<file path="src/rtl/i2s_tx_pkg.sv">
// Shared types and defaults for the I2S transmit slave.
package i2s_tx_pkg;
  localparam int DEF_WIDTH = 16;
  localparam int DEF_SLOT  = 32;

  typedef logic signed [DEF_WIDTH-1:0] sample_t;

  typedef enum logic [1:0] {
    IDLE  = 2'd0,
    SHIFT = 2'd1,
    PAD   = 2'd2
  } tx_state_t;
endpackage

</file>
<file path="src/rtl/i2s_tx_slave_fifo.sv">
// audio_fifo: synchronous sample FIFO with wrap-bit pointers; guards its own push/pop.
module audio_fifo #(
  parameter int DEPTH = 8,
  parameter int WIDTH = 16
) (
  input  logic                   clk,
  input  logic                   reset_n,
  input  logic                   push,
  input  logic                   pop,
  input  logic [WIDTH-1:0]       wdata,
  output logic [WIDTH-1:0]       rdata,
  output logic                   full,
  output logic                   empty,
  output logic [$clog2(DEPTH):0] level
);
  localparam int AW = $clog2(DEPTH);

  logic [WIDTH-1:0] mem [DEPTH];
  logic [AW:0]      wr_ptr, rd_ptr;
  logic             do_push, do_pop;

  assign empty = (wr_ptr == rd_ptr);
  assign full  = (wr_ptr[AW] != rd_ptr[AW]) && (wr_ptr[AW-1:0] == rd_ptr[AW-1:0]);
  assign level = wr_ptr - rd_ptr;
  assign rdata = mem[rd_ptr[AW-1:0]];

  // A pop in the same cycle frees the slot a full-FIFO push needs.
  assign do_pop  = pop && !empty;
  assign do_push = push && (!full || do_pop);

  always_ff @(posedge clk or negedge reset_n) begin
    if (!reset_n) begin
      wr_ptr <= '0;
      rd_ptr <= '0;
    end else begin
      if (do_push) wr_ptr <= wr_ptr + 1'b1;
      if (do_pop)  rd_ptr <= rd_ptr + 1'b1;
    end
  end

  always_ff @(posedge clk) begin
    if (do_push) mem[wr_ptr[AW-1:0]] <= wdata;
  end
endmodule

</file>
<file path="src/rtl/synchronizer.sv">
// Multi-bit 2-FF synchronizer for slow, independently sampled inputs.
module synchronizer #(
  parameter int W = 1
) (
  input  logic         clk,
  input  logic         reset_n,
  input  logic [W-1:0] d,
  output logic [W-1:0] q
);
  logic [W-1:0] meta;

  always_ff @(posedge clk or negedge reset_n) begin
    if (!reset_n) begin
      meta <= '0;
      q    <= '0;
    end else begin
      meta <= d;
      q    <= meta;
    end
  end
endmodule

</file>
<file path="src/rtl/i2s_tx_slave.sv">
// Mono I2S transmitter slaved to codec BCLK/LRCLK, fed from a sample FIFO.
// Define I2S_TX_MUTE_ON_UNDERFLOW_EN to output silence instead of repeating on underflow.
module i2s_tx_slave
  import i2s_tx_pkg::*;
#(
  parameter int WIDTH = DEF_WIDTH,
  parameter int DEPTH = 8,
  parameter int SLOT  = DEF_SLOT
) (
  input  logic                    clk,
  input  logic                    reset_n,
  input  logic                    en_a,
  input  logic signed [WIDTH-1:0] audio,
  input  logic                    bclk,
  input  logic                    lrclk,
  input  logic                    clear_flags,
  output logic                    sdata,
  output logic [$clog2(DEPTH):0]  level,
  output logic                    underflow,
  output logic                    overflow
);
  localparam int CW = $clog2(WIDTH);

  logic             bclk_s, lr_s, bclk_d;
  logic             bclk_rise, bclk_fall;
  logic             lr_q, lr_last;
  logic             slot_start, left_start;
  logic             full, empty;
  logic [WIDTH-1:0] head, cur, shreg, load_smp;
  logic [CW-1:0]    bit_cnt;
  tx_state_t        state;

  synchronizer #(.W(2)) u_sync (
    .clk     (clk),
    .reset_n (reset_n),
    .d       ({lrclk, bclk}),
    .q       ({lr_s, bclk_s})
  );

  assign bclk_rise = bclk_s && !bclk_d;
  assign bclk_fall = !bclk_s && bclk_d;

  // LRCLK is captured on the rise, compared on the fall: one-BCLK I2S delay.
  always_ff @(posedge clk or negedge reset_n) begin
    if (!reset_n) begin
      bclk_d  <= 1'b0;
      lr_q    <= 1'b0;
      lr_last <= 1'b0;
    end else begin
      bclk_d <= bclk_s;
      if (bclk_rise) lr_q    <= lr_s;
      if (bclk_fall) lr_last <= lr_q;
    end
  end

  assign slot_start = bclk_fall && (lr_q != lr_last);
  assign left_start = slot_start && !lr_q;

  audio_fifo #(.DEPTH(DEPTH), .WIDTH(WIDTH)) u_fifo (
    .clk     (clk),
    .reset_n (reset_n),
    .push    (en_a),
    .pop     (left_start),
    .wdata   (audio),
    .rdata   (head),
    .full    (full),
    .empty   (empty),
    .level   (level)
  );

  always_comb begin
    load_smp = cur;
    if (left_start) begin
      if (!empty) load_smp = head;
`ifdef I2S_TX_MUTE_ON_UNDERFLOW_EN
      else        load_smp = '0;
`endif
    end
  end

  always_ff @(posedge clk or negedge reset_n) begin
    if (!reset_n) begin
      state   <= IDLE;
      sdata   <= 1'b0;
      cur     <= '0;
      shreg   <= '0;
      bit_cnt <= '0;
    end else if (slot_start) begin
      state   <= SHIFT;
      cur     <= load_smp;
      sdata   <= load_smp[WIDTH-1];
      shreg   <= {load_smp[WIDTH-2:0], 1'b0};
      bit_cnt <= '0;
    end else if (bclk_fall) begin
      case (state)
        SHIFT: begin
          if (bit_cnt == CW'(WIDTH-1)) begin
            sdata <= 1'b0;
            state <= (SLOT > WIDTH) ? PAD : SHIFT;
          end else begin
            sdata   <= shreg[WIDTH-1];
            shreg   <= {shreg[WIDTH-2:0], 1'b0};
            bit_cnt <= bit_cnt + 1'b1;
          end
        end
        default: sdata <= 1'b0;
      endcase
    end
  end

  // Set events win over a same-cycle clear.
  always_ff @(posedge clk or negedge reset_n) begin
    if (!reset_n) begin
      underflow <= 1'b0;
      overflow  <= 1'b0;
    end else begin
      if (left_start && empty)             underflow <= 1'b1;
      else if (clear_flags)                underflow <= 1'b0;
      if (en_a && full && !left_start)     overflow  <= 1'b1;
      else if (clear_flags)                overflow  <= 1'b0;
    end
  end
endmodule

</file>
<file path="config.mk">
export PLATFORM = sky130hd
export DESIGN_NAME = i2s_tx_slave
export DESIGN_NICKNAME = d
export VERILOG_FILES = /design/src/rtl/i2s_tx_pkg.sv /design/src/rtl/i2s_tx_slave_fifo.sv /design/src/rtl/synchronizer.sv /design/src/rtl/i2s_tx_slave.sv
export SDC_FILE = /design/constraint.sdc
export NUM_CORES = 1
export LEC_CHECK = 0
export ABC_AREA = 1
export BUFFER_PORTS_ARGS = -buffer_cell sky130_fd_sc_hd__buf_2
export CAP_MARGIN = 20
export CELL_PAD_IN_SITES_DETAIL_PLACEMENT = 0
export CELL_PAD_IN_SITES_GLOBAL_PLACEMENT = 2
export CORE_MARGIN = 2
export CORE_UTILIZATION = 25
export CTS_BUF_LIST = sky130_fd_sc_hd__clkbuf_16
export DETAILED_ROUTE_END_ITERATION = 6
export PLACE_DENSITY = 0.64
export SLEW_MARGIN = 20
export SYNTH_ARGS = -nofsm -noshare
export SYNTH_HDL_FRONTEND = slang
export SYNTH_SLANG_ARGS = --single-unit
</file>
<file path="constraint.sdc">
create_clock -name clk -period 4.4 [get_ports clk]
set_input_delay 0.66 -clock clk [delete_from_list [all_inputs] [get_ports clk]]
set_output_delay 0.66 -clock clk [all_outputs]
set_load 0.03 [all_outputs]
</file>
# [After elaboration in Yosys (flattened, before gate mapping)]
# Memories as Yosys holds them, arrays and structs flattened.
# Cells that the tools add are included.
[op_classes] order_cmp=0 bitwise=0 mul=0 n_shift=0 n_mux=23 n_eq_ne=7 n_addsub=4 n_reduce_logical=24 n_div=0
[ops] operator="$mux 16" n=6
[ops] operator="$mux 4" n=4
[ops] operator="$add 4x1->4 const B" n=3
[ops] operator="$logic_and 1x1->1" n=10
[ops] operator="$reduce_bool 2->1" n=5
[ops] operator="$mux 1" n=9
[ops] operator="$mux 2" n=4
[ops] operator="$logic_not 1->1" n=6
[ops] operator="$reduce_and 3->1" n=2
[ops] operator="$eq 4x4->1" n=1
[ops] operator="$eq 4x4->1 const B" n=1
[ops] operator="$sub 4x4->4" n=1
[ops] operator="$eq 3x3->1" n=1
[ops] operator="$eq 2x1->1 const B" n=1
[ops] operator="$ne 1x1->1" n=2
[ops] operator="$ne 2x2->1 const B" n=1
[ops] operator="$logic_or 1x1->1" n=1
[totals] wordCells=73 mem_bits_rw=128 latchBits=0 ff_bits=56 n_memories=1 romBits=0 out_inout_bits=7
[mem_list] memory="u_fifo.mem" words=8 width=16 read_ports=1 rd_ports_with_merged_regs=0 wr=1 line_no="i2s_tx_slave_fifo.sv:18" text="logic [WIDTH-1:0] mem [DEPTH];"

# [Logic depth before layout (Yosys ltp)]
# Gate-level depths: netlist of the first run.
[depth] word_depth=9 depth_mapped=14

# [Hierarchy]
# From an unflattened synthesis of the first run, not the netlist that was laid out.
[unflattened] cells_unflattened=803 area_unflattened_um2=7997.7
[modules_own_cells] mod="audio_fifo" cells_per_inst=517 area_per_inst_um2=5739.3 n_inst=1 seq_area_each_um2=4043.9
[modules_own_cells] mod="i2s_tx_slave" cells_per_inst=282 area_per_inst_um2=2158.3 n_inst=1 seq_area_each_um2=1076.0
[modules_own_cells] mod="synchronizer" cells_per_inst=4 area_per_inst_um2=100.1 n_inst=1 seq_area_each_um2=100.1

# [Worst setup path after synthesis of the first run]
# No wires, ideal clock.
[synth_timing] kind="flip-flop to flip-flop" startpoint="reg u_fifo.rd_ptr[2]" endpoint="mem u_fifo.mem[6][0] (enable)" slack_ns=1.158 stages_incl_launch_ff=12 arrival_ns=2.832 period_less_slack_ns=3.242 n_path_buf=2 path_cell_list="dfrtp_1 > buf_4 > clkinv_1 > buf_2 > ha_1 > nand2_1 > nor2_1 > nand3_1 > o21ai_1 > inv_1 > nand2_1 > nor3_1"
[synth_via] elab_chain_cells=7 word_cells_on_any_way=10 classes_between="2 x eq/ne; 2 x mux; 6 x reduce/logical"
[synth_lines] item="start, declared" line_no="i2s_tx_slave_fifo.sv:19" text="logic [AW:0] wr_ptr, rd_ptr;"
[synth_lines] item="start signal, assigned" line_no="i2s_tx_slave_fifo.sv:37" text="if (do_pop) rd_ptr <= rd_ptr + 1'b1;"
[synth_lines] item="$eq 4x4->1 or $eq 3x3->1 (tied branches)" line_no="i2s_tx_slave_fifo.sv:22, i2s_tx_slave_fifo.sv:23"
[synth_lines] item="$logic_not 1->1 or $logic_and 1x1->1 (tied branches)" line_no="i2s_tx_slave_fifo.sv:28, i2s_tx_slave_fifo.sv:23"
[synth_lines] item="$logic_and 1x1->1 or $logic_not 1->1 (tied branches)" line_no="i2s_tx_slave_fifo.sv:28, i2s_tx_slave_fifo.sv:29"
[synth_lines] item="$logic_or 1x1->1 (*)" line_no="i2s_tx_slave_fifo.sv:29" text="assign do_push = push && (!full || do_pop);"
[synth_lines] item="$logic_and 1x1->1 (*)" line_no="i2s_tx_slave_fifo.sv:29"
[synth_lines] item="$mux 1 (*)" line_no="i2s_tx_slave_fifo.sv:42" text="if (do_push) mem[wr_ptr[AW-1:0]] <= wdata;"
[synth_lines] item="$mux 1 (not written as such) (*)" line_no="i2s_tx_slave_fifo.sv:42"
[synth_lines] item="end, declared" line_no="i2s_tx_slave_fifo.sv:18"
# Every way passes the cells marked *; elsewhere a longest branch is shown, timed or not.

# [Worst setup path in the final report of the first run]
[layout_timing] startpoint="reg u_fifo.rd_ptr[2]" endpoint="mem u_fifo.mem[2][4] (enable)"
# Same word-level chain as after synthesis.

==> flow_metrics.tcl, run 1 <==
set metrics [dict create \
    seq_area_sq_um 5221 \
    dieWidth_microns 182.1 \
    critPathTopFamily "simple AND/OR/NAND/NOR gates" \
    status "completed" \
    synthFlopType "edfxtp_1" \
    rows 65 \
    multi_input_area_sq_um 2116 \
    synth-seq-cells 183 \
    nets 815 \
    wl_per_cell_microns 15.02 \
    first_iter_violations 307 \
    hold_path.class "input pin to async pin" \
    ctsResizeCount 0 \
    vias 4850 \
    drtPass1Iterations 4 \
    antenna_left 0 \
    required_ns 4.46 \
    relSlewSlack 0.3330 \
    cpMaxStageDelayCell "nor2_2" \
    cts_tree "done" \
    syn_to_final_growth_pct 13.97 \
    fin_setup_tns_ns 0 \
    drv_cap 0 \
    grt_pass1_vias 4843 \
    via_per_inst 4.045 \
    cts_buffers 17 \
    core-area_sq_um 31390 \
    grt_pass1_wl_microns 28770 \
    leakagePower_nw 3.783 \
    critPathCaptureType "flip-flop" \
    fin_skew_ns 0.01243 \
    crit_path_max_incr_delay_ns 0.78 \
    fp.dieH_microns 182.1 \
    io_buffers 28 \
    fin_crit_sh 0.7125 \
    setup_slack_ns 1.265 \
    insertion_delay_ns 0.44 \
    cts_setup_buffers 0 \
    num_antenna_cells 0 \
    synthArstFlopShare 0.3005 \
    grt_max_degree 67 \
    cts_sinks 183 \
    min_period_ns 3.135 \
    grt_usage 0.1159 \
    clock_path_buffers 2 \
    synth_edf_count 128 \
    drv_slew 0 \
    fmax_mhz 319.0 \
    ir_worst_vdd_uv 320.5 \
    p_per_area_nw_per_um2 632.1 \
    ys_warn_count 0 \
    crit_type "flip-flop to flip-flop" \
    htree_num_levels 4 \
    critPathArrivalTime_ns 3.19 \
    finalHoldViolations 0 \
    syn_avg_cell_area_sq_um 10.39 \
    synthCells 763 \
    crit_buf_inv 4 \
    remaining_drc_errors 0 \
    drive_above_1_share 0.1468 \
    cts-root-buf "clkbuf_16" \
    gp_congestion 0.7112 \
    pre_cts_ws_ns 1.228 \
    synth_cell_types 31 \
    startpoint_type "flip-flop" \
    synth_fp_nets 792 \
    cp_cell_sequence "buf_4, clkinv_1, buf_4, ha_1, nand2_1, nor2_1, nand3_1, o21ai_1, inv_1, nand2_1, nor2_2" \
    pin_count 29 \
    dieArea_sq_um 33150 \
    worstMarginPinSlew_ns 0.9995 \
    setup_viol_count_final 0 \
    ys_seq_area_frac 0.6586 \
    netlist_area_sq_um 7926 \
    rsz0062_at_grt "false" \
    crit_fanout 18 \
    dp_hpwl_microns 11300 \
    drt_wl_total_microns 18010 \
    grt_antenna_before_repair 0 \
    grt_overflow 0 \
    clk_pin_slew_ns 0.07 \
    start_util 0.2525 \
    hold_buffers 0 \
    fillers 3293 \
]
[final cells by class]
cell class              count  area share
clock buffers              17     0.04709
clock inverters            13     0.01524
inverters                 114     0.04765
multi-input cells         434      0.2342
flip-flops and latches    183      0.5780
well taps                 402     0.05568
repair buffers             36     0.02216
[state kept, by name, summed over array words and instances (netlist names)]
| name | cells |
|---|---|
| shreg | 15 |
| sdata | 1 |
| u_sync.meta | 2 |
| lr_last | 1 |
| state | 2 |
| bclk_d | 1 |
| u_fifo.wr_ptr | 4 |
| overflow | 1 |
| u_fifo.mem | 128 |
| underflow | 1 |
| u_sync.q | 2 |
| bit_cnt | 4 |
| u_fifo.rd_ptr | 4 |
| cur | 16 |
| lr_q | 1 |
[path summary, 6_finish.rpt]
kind | startpoint | to | slack [ns] | depth (start not counted)
max | u_fifo.rd_ptr[2] | u_fifo.mem[2][4] | 1.27 | 11
min | reset_n | cur[7] | 0.20 | 1
max reg2reg | u_fifo.rd_ptr[2] | u_fifo.mem[2][4] | 1.27 | 11
min reg2reg | u_sync.meta[1] | u_sync.q[1] | 0.35 | 0
max in group asynchronous | reset_n | u_fifo.rd_ptr[0] | 3.30 | 2
min in group clk | bclk | u_sync.meta[0] | 0.33 | 1
[cells by family (layout without fill, tap and decap cells)]
| family | count (synthesis) | after routing | synth area share |
|---|---|---|---|
| xor+xnor | 9 | 9 | 0.009945 |
| flops | 183 | 183 | 0.6586 |
| fa+ha+maj | 7 | 7 | 0.01200 |
| compound gates | 48 | 48 | 0.03205 |
| buf+inv | 146 | 180 | 0.07814 |
| simple gates | 370 | 370 | 0.2093 |
[cell usage in the layout, fill, tap and decap left out, drive strengths merged]
cell      count
a21oi        20
buf          36
bufinv        1
clkbuf       17
clkinv        4
clkinvlp      4
dfrtp        55
edfxtp      128
fa            1
ha            6
inv         118
nand2       231
nand3        97
nand4         2
nor2         38
nor3          2
o211ai        2
o21ai        25
o22ai         1
xnor2         1
xor2          8
[per-stage QoR]
stage                     area [sq um]    util  power (mW)  hold WS [ns]  cells
final                             9034  0.2878       5.710        0.2022   1199
after global routing              9034  0.2878       6.121        0.2173   1199
after CTS                         9034  0.2878       5.811        0.1924   1199
after detailed placement          8471  0.2698       4.271        0.3466   1169
after global placement            8464  0.2696       4.282        0.3362   1169
after floorplan                   7926       -       3.670        0.3312    763
[where the power goes]
| group | leakage, nW | internal (mW) | switching [mW] |
|---|---|---|---|
| sequential | 1.83 | 2.21 | 0.120 |
| combinational | 1.68 | 0.518 | 1.35 |
| clock | 0.265 | 0.794 | 0.713 |
[per-layer routing]
layer | vias to the layer above | share of wire | track usage
met5 | - | 0 | 0
met4 | 0 | 0.0058 | 0.03484
met3 | 6 | 0.023 | 0.02574
met2 | 40 | 0.43 | 0.1693
met1 | 2304 | 0.54 | 0.1709
li1 | 2500 | - | -
[cells in the mapped netlist (all sizes together) (4+ instances only)]
cell type    n  area, sq um
clkinv       4        17.52
buf         30        181.4
xor2         8        70.07
a21oi       20        107.6
o21ai       25        125.1
nand3       97        560.5
inv        110        412.9
nand2      231        919.6
edfxtp     128         3844
nor2        38        150.1
dfrtp       55         1376
ha           6        75.07
Power figures use the tool's default switching activity.
==> run 2: changes to the inputs <==
==> constraint.sdc (replaced) <==
create_clock -name clk -period 3.3 [get_ports clk]
set_input_delay 0.495 -clock clk [delete_from_list [all_inputs] [get_ports clk]]
set_output_delay 0.495 -clock clk [all_outputs]
set_load 0.03 [all_outputs]
==> run 2 against run 1 <==
Worst setup slack got worse by 0.64 ns; hold slack got worse by 0.040 ns; final cell count rose by 0.67%; count of clock-buffer cells in the layout did not move; first-iteration DRC count fell by 12%; flip-flop and latch count did not move; non-clock buffer count rose by 6; routed wire length rose by 0.44%; sequential power rose by 33%; core utilization rose by 0.26 points; clock skew rose by 0.0013 ns.
==> flow_metrics.tcl, run 2 (synthesized netlist as in run 1, its figures left out) <==
set metrics [dict create \
    p_per_area_nw_per_um2 830.3 \
    pin_count 29 \
    hold_slack_ns 0.1617 \
    layout_common_cells "nand2_1, edfxtp_1, inv_1" \
    drt_wl_total_microns 18090 \
    drv_cap 0 \
    min_period_ns 2.675 \
    required_ns 3.35 \
    gp_congestion 0.7248 \
    fp.dieH_microns 182.1 \
    grt_pass1_wl_microns 29190 \
    fin_skew_ns 0.01369 \
    critPathCaptureType "flip-flop" \
    wl_per_cell_microns 14.99 \
    grt_pass1_vias 5092 \
    cts_buffers 17 \
    dp.cells 1174 \
    status "completed" \
    cts-root-buf "clkbuf_16" \
    io_buffers 28 \
    clk_pin_slew_ns 0.07 \
    dp_hpwl_microns 10730 \
    fin_util 0.2904 \
    drive_above_1_share 0.1540 \
    hold_path.class "input pin to flip-flop" \
    crit_path_max_incr_delay_ns 0.80 \
    leakagePower_nw 3.840 \
    critPathArrivalTime_ns 2.73 \
    stdcell_area_sq_um 9115 \
    pre_cts_ws_ns 0.5731 \
    cpMaxStageDelayCell "nor2_2" \
    start_util 0.2525 \
    grt_usage 0.1165 \
    fin_setup_tns_ns 0 \
    first_iter_violations 270 \
    top_layer "met4" \
    insertion_delay_ns 0.44 \
    rsz0062_at_grt "false" \
    cts_sinks 183 \
    cp_cell_sequence "clkinv_1, ha_1, nand2_1, nor2_1, nand3_1, o21ai_1, inv_1, nand2_1, nor2_2" \
    ir_worst_vdd_uv 391.3 \
    crit_fanout 16 \
    wirelength_met1_microns 8928 \
    syn_to_final_growth_pct 15.00 \
    core-area_sq_um 31390 \
    startpoint_type "flip-flop" \
    route.met3.wl_microns 447 \
    grt_overflow 0 \
    dieArea_sq_um 33150 \
    antenna_left 0 \
    vias 4980 \
    worstMarginPinSlew_ns 1.055 \
    nets 821 \
    wl_met2_microns 8471 \
    clock_path_buffers 2 \
    ctsResizeCount 0 \
    fmax_mhz 373.9 \
    finalHoldViolations 0 \
    drtPass1Iterations 4 \
    fin_crit_sh 0.8105 \
    crit_type "flip-flop to flip-flop" \
    cts_tree "done" \
    num_antenna_cells 0 \
    instances_no_fill 1207 \
    setup_slack_ns 0.6252 \
    p_total_mw 7.568 \
    dieWidth_microns 182.1 \
    relSlewSlack 0.2956 \
    rows 65 \
    placed_cell_area_sq_um 8502 \
    htree_num_levels 4 \
    drv_slew 0 \
    remaining_drc_errors 0 \
    cpMostUsedCell "nand2_1" \
    via_per_inst 4.126 \
    largest_reg_flops 128 \
    grt_max_degree 68 \
    grt_antenna_before_repair 0 \
    setup_viol_count_final 0 \
    final_common_cell "nand2_1" \
]
[run 2: changes by cell type in the layout (fill, tap and decap cells not counted), sizes merged]
cell	delta
inv	+1
dlygate4sd3	+1
clkinv	+4
buf	+5
clkinvlp	-3
[run 2: area by class of cell]
type                    count  area [sq um]
fillers                  3321         22280
flip-flops and latches    183          5221
multi-input cells         434          2110
well taps                 402         503.0
inverters                 114         430.4
clock buffers              17         425.4
repair buffers             42         247.7
clock inverters            15         177.7
[run 2: path summary, 6_finish.rpt]
check | slack (ns) | cells after the start | to | startpoint
worst max-delay path | 0.63 | 9 | u_fifo.mem[4][12] | u_fifo.rd_ptr[2]
worst min-delay path | 0.16 | 1 | u_sync.meta[1] | lrclk
worst max register to register | 0.63 | 9 | u_fifo.mem[4][12] | u_fifo.rd_ptr[2]
worst min register to register | 0.36 | 0 | u_sync.q[0] | u_sync.meta[0]
max in group asynchronous | 2.11 | 3 | u_fifo.rd_ptr[0] | reset_n
min in group asynchronous | 0.52 | 2 | bit_cnt[2] | reset_n
[run 2: power breakdown]
group          internal [mW]  leakage (nW)  switching, mW
clock network           1.09         0.295          0.994
registers               2.95          1.83          0.158
logic                  0.692          1.71           1.68
total                   4.73          3.84           2.83
[run 2: per-layer routing]
| metal | vias up | global-route usage |
|---|---|---|
| met5 | - | 0 |
| met4 | 0 | 0.03935 |
| met3 | 19 | 0.02115 |
| met2 | 59 | 0.1878 |
| met1 | 2386 | 0.1584 |
| li1 | 2516 | - |
[run 2: worst max-delay path, delay by kind of cell, from the launching register on]
kind | cells | cell delay, ns
compound gates | 1 | 0.12
fa+ha+maj | 1 | 0.34
buf+inv | 2 | 0.24
flops | 1 | 0.35
simple gates | 5 | 1.22
[run 2: what timing repair did]
item / in CTS / in global routing
buffers inserted: 0 / 0
hold buffers: 1 / 0
endpoints found under the hold margin: 15 / 0
